$ cat config.mk
export PLATFORM = sky130hd
export DESIGN_NAME = pc_branch_unit
export DESIGN_NICKNAME = d
export VERILOG_FILES = /design/src/rtl/pc_branch_unit.sv
export SDC_FILE = /design/constraint.sdc
export NUM_CORES = 1
export LEC_CHECK = 0
export ABC_CLOCK_PERIOD_IN_PS = 6700
export CAP_MARGIN = 40
export CORE_ASPECT_RATIO = 1.5
export CORE_MARGIN = 1.5
export CORE_UTILIZATION = 55
export CTS_BUF_LIST = sky130_fd_sc_hd__clkbuf_4 sky130_fd_sc_hd__clkbuf_8
export DETAILED_ROUTE_END_ITERATION = 10
export DONT_BUFFER_PORTS = 1
export HOLD_SLACK_MARGIN = 0.03
export PLACE_DENSITY = 0.7
export REMOVE_ABC_BUFFERS = 1
export SYNTH_ARGS = -nofsm -noshare
export SYNTH_HDL_FRONTEND = slang
export SYNTH_SLANG_ARGS = --single-unit
export TNS_END_PERCENT = 100
$ cat constraint.sdc
create_clock -name clk -period 6.7 [get_ports clk]
set_input_delay 2.01 -clock clk [delete_from_list [all_inputs] [get_ports clk]]
set_output_delay 2.01 -clock clk [all_outputs]
set_load 0.02 [all_outputs]
$ cat src/rtl/pc_branch_unit.sv
// Fetch/control stage: program counter, branch-target LUT, carry flag and start/done run control.
// Optional RUN-cycle counter enabled by defining PC_CYCLE_CNT_EN; otherwise cycle_cnt_o is tied to zero.
//
// state | meaning
// IDLE  | after reset, PC held, waiting for start
// RUN   | fetching; PC advances or redirects each unstalled cycle
// DONE  | halt retired, PC held, waiting for start
module pc_branch_unit #(
    parameter int PC_W       = 10,
    parameter int LUT_IDX_W  = 4,
    parameter int START_ADDR = 0
) (
    input  logic                 clk,
    input  logic                 reset,
    input  logic                 start,
    input  logic                 stall_i,
    input  logic                 halt_i,
    input  logic                 jump_i,
    input  logic                 branch_i,
    input  logic                 branch_ne_i,
    input  logic                 equal_i,
    input  logic [LUT_IDX_W-1:0] target_idx_i,
    input  logic                 lut_we_i,
    input  logic [LUT_IDX_W-1:0] lut_widx_i,
    input  logic [PC_W-1:0]      lut_wdata_i,
    input  logic                 sc_we_i,
    input  logic                 sc_clr_i,
    input  logic                 sc_d_i,
    output logic                 sc_q_o,
    output logic [PC_W-1:0]      pc_o,
    output logic                 taken_o,
    output logic                 running_o,
    output logic                 done_o,
    output logic [15:0]          cycle_cnt_o
);

    localparam int LUT_DEPTH = 2 ** LUT_IDX_W;
    localparam logic [PC_W-1:0] START_PC = PC_W'(START_ADDR);

    typedef enum logic [1:0] {
        IDLE = 2'd0,
        RUN  = 2'd1,
        DONE = 2'd2
    } state_t;

    state_t          state_q, state_d;
    logic [PC_W-1:0] pc_q, pc_d;
    logic            sc_flag_q, sc_flag_d;
    logic [PC_W-1:0] lut_q [LUT_DEPTH];
    logic            advance;

    // A stalled or halting cycle never redirects, so jump and branch only matter when advancing.
    assign advance = (state_q == RUN) && !stall_i && !halt_i;
    assign taken_o = advance && (jump_i || (branch_i && (equal_i ^ branch_ne_i)));

    always_comb begin
        state_d   = state_q;
        pc_d      = pc_q;
        sc_flag_d = sc_flag_q;
        case (state_q)
            IDLE, DONE: begin
                if (start) begin
                    state_d = RUN;
                    pc_d    = START_PC;
                end
            end
            RUN: begin
                if (!stall_i) begin
                    if (halt_i) begin
                        state_d = DONE;
                    end else if (taken_o) begin
                        pc_d = lut_q[target_idx_i];
                    end else begin
                        pc_d = pc_q + PC_W'(1);
                    end
                    if (sc_clr_i) begin
                        sc_flag_d = 1'b0;
                    end else if (sc_we_i) begin
                        sc_flag_d = sc_d_i;
                    end
                end
            end
            default: state_d = IDLE;
        endcase
    end

    always_ff @(posedge clk) begin
        if (reset) begin
            state_q   <= IDLE;
            pc_q      <= START_PC;
            sc_flag_q <= 1'b0;
        end else begin
            state_q   <= state_d;
            pc_q      <= pc_d;
            sc_flag_q <= sc_flag_d;
        end
    end

    // Registered LUT with combinational read: a same-cycle write is seen from the next cycle.
    always_ff @(posedge clk) begin
        if (reset) begin
            lut_q <= '{default: '0};
        end else if (lut_we_i) begin
            lut_q[lut_widx_i] <= lut_wdata_i;
        end
    end

`ifdef PC_CYCLE_CNT_EN
    logic [15:0] cnt_q, cnt_d;

    always_comb begin
        cnt_d = cnt_q;
        if ((state_q != RUN) && start) begin
            cnt_d = 16'h0000;
        end else if ((state_q == RUN) && (cnt_q != 16'hFFFF)) begin
            cnt_d = cnt_q + 16'h0001;
        end
    end

    always_ff @(posedge clk) begin
        if (reset) begin
            cnt_q <= 16'h0000;
        end else begin
            cnt_q <= cnt_d;
        end
    end

    assign cycle_cnt_o = cnt_q;
`else
    assign cycle_cnt_o = 16'h0000;
`endif

    assign pc_o      = pc_q;
    assign sc_q_o    = sc_flag_q;
    assign running_o = (state_q == RUN);
    assign done_o    = (state_q == DONE);

endmodule

==> metrics <==
critical path peak fanout=9; clock buffer count from CTS=17; gr usage total=28.0%; max-cap viol count=0; Avg Cell Area, Syn=9.22 sq um; Worst Hold Endpoint=lut_q[103]; Post-synth top cells=173 x dfxtp_1, 131 x nand2_1, 119 x a21oi_1, 99 x o21ai_0, 64 x nor2_1; DIE HEIGHT=150 um; ant diodes=0; yosys warns=0; top cell type's share of synthesized area=43.6%; H-tree depth=4; Netlist cell types=47; crit path launch=halt_i; vias in the first global route=6196; clock skew=0.0111 ns; fillers=1239; Synth area leader=dfxtp_1; final setup vio count=0; worst r2r path cells=5; largest net degree at the start of global routing=173; Post-Synthesis Cells=861; Worst EP required=4.69 ns; Ports=61; Post-Syn Area=0.00794 sq mm; DP Area=0.00798 sq mm; Setup Crit Path Kind=in2out; RSZ-0062 raised after global routing=false; DRT iter0 DRCs=581; wire per inst=20.1 um; vias per std cell=6.27; Via Count=6466; clock root buffer=clkbuf_8; 1st-pass router iterations=8; IO Port Bufs=0; reg-to-reg slack, setup=4.66 ns; Startpoint Class=input pin; RR Startpoint=state_q[1]; # clock sinks=173; top-count cell post-synth=dfxtp_1; Final Wtd Congestion=0.774; Post-synth EDFFs=0; Post-Route WL=20800 um; leakage=3.02 nW; Max clock buf depth=2; status=complete, no violations; grt ovf=0; initial antenna violation count=0; CP Capture Type=output port; core area=0.0141 sq mm; area grow syn2layout=5.22%; cts hold-fix bufs=0; Die Wd=101 um; Synth Register Bits=173; CTS tree=yes; fin area=0.00835 sq mm; worst-skew pair later-pin latency=0.45 ns; CP Data Arrival Time=3.12 ns; worst flop-to-flop path endpoint=pc_o[5]; DRC Markers=0; Hold Crit Depth=2; Period Utilization, post-route=76.6%; PD cells=223 mW/mm^2; Tightest Pin Transition=0.872 ns; endpoints failing hold=0; cts repair resizes=0; die area=0.0152 sq mm; fmax=195 MHz; Synth area leaders=dfxtp_1 44%, mux4_2 11%, a21oi_1 7.5%; postcts setup bufs=0; sequential area share after synthesis=43.6%; hold_sp=lut_q[103]; share of cells above drive strength 1=11.5%; setup_tns=0 ns; Final Slew Violations=0; asr flop ratio synth=0%; post-layout util=59.4%; Primary FF master, synth=dfxtp_1; # rows=53; Max-slew headroom=41.9%; HPWL after DPL=13200 um; effective utilization at floorplan=56.5%; Tmin final=5.13 ns; WHS=0.454 ns; worst min path class=reg2reg; Max VDD drop=0.109 mV; nets@finish=861; Clock Pin Slew Worst Setup and Hold Paths=0.08 ns; DRT antenna net count=0; wire length of the first global-routing pass=32400 um
-- through the flow --
step	setup WS [ns]	std cells	power [W]
4_1_cts	1.60	1032	0.00187
3_5_place_dp	1.60	1002	0.00117
3_3_place_gp	1.65	991	0.00116
6_report	1.57	1032	0.00186
2_1_floorplan	1.83	791	0.00114
5_1_grt	1.50	1032	0.00191
-- area by class of cell --
type,instances,area [sq um],area share (%)
multi-input cells,614,4110,49.2
flip-flops and latches,173,3460,41.5
well taps,192,240,2.88
clock buffers,17,234,2.80
repair buffers,19,151,1.81
clock inverters,13,143,1.71
inverters,4,15.0,0.180
-- worst max-delay path by stage --
stage	to	slack [ns]	cells past startpoint
after global placement	taken_o	1.65	3
final	taken_o	1.57	3
after CTS	taken_o	1.60	3
after global routing	taken_o	1.50	3
after floorplan	taken_o	1.83	3
after detailed placement	taken_o	1.60	3
-- flip-flops by register name, indices dropped and copies added, names as in the netlist --
signal / count
lut_q: 160
pc_o: 10
state_q: 2
sc_q_o: 1
-- logic make-up after synthesis --
family,Yosys count,share of synthesized area [%]
compound gates,240,16.0
simple gates,248,13.4
xor+xnor,3,0.331
flops,173,43.6
fa+ha+maj,1,0.158
other cells,1,0.0472
mux,106,21.0
buf+inv,89,5.42
-- placed cells by master, fill, tap and decap left out, drive strengths merged, types with 4 or more instances in the layout --
master / synthesis / final
nand2b: 6 / 6
or3: 4 / 4
dfxtp: 173 / 173
mux4: 46 / 46
mux2: 4 / 4
a21oi: 119 / 119
conb: 1 / 16
clkbuf: 52 / 17
inv: 4 / 7
o21ai: 99 / 99
buf: 33 / 19
nor2: 64 / 64
nand3: 20 / 20
nand2: 131 / 131
mux2i: 56 / 56
clkinvlp: 0 / 5
-- where the power goes --
part           internal (W)  switching (W)  leakage [nW]
clock network      0.000329       0.000383         0.177
registers           0.00104     0.00000861          1.40
logic             0.0000409      0.0000570          1.44
-- routing by layer --
metal / share of wire [%] / global-route usage, % / up-vias / routed length [um]
li1: - / - / 2965 / -
met1: 38 / 34.3 / 3127 / 7980
met2: 51 / 47.8 / 313 / 10600
met3: 7.5 / 5.43 / 61 / 1570
met4: 3.1 / 12.1 / 0 / 646
met5: 0 / 0 / - / 0
-- critical path, cell delays in order --
cell      delay, ns
nor4b_4        0.47
o211ai_1       0.33
inv_1          0.31
No activity file was read; power rests on OpenSTA's default activity.
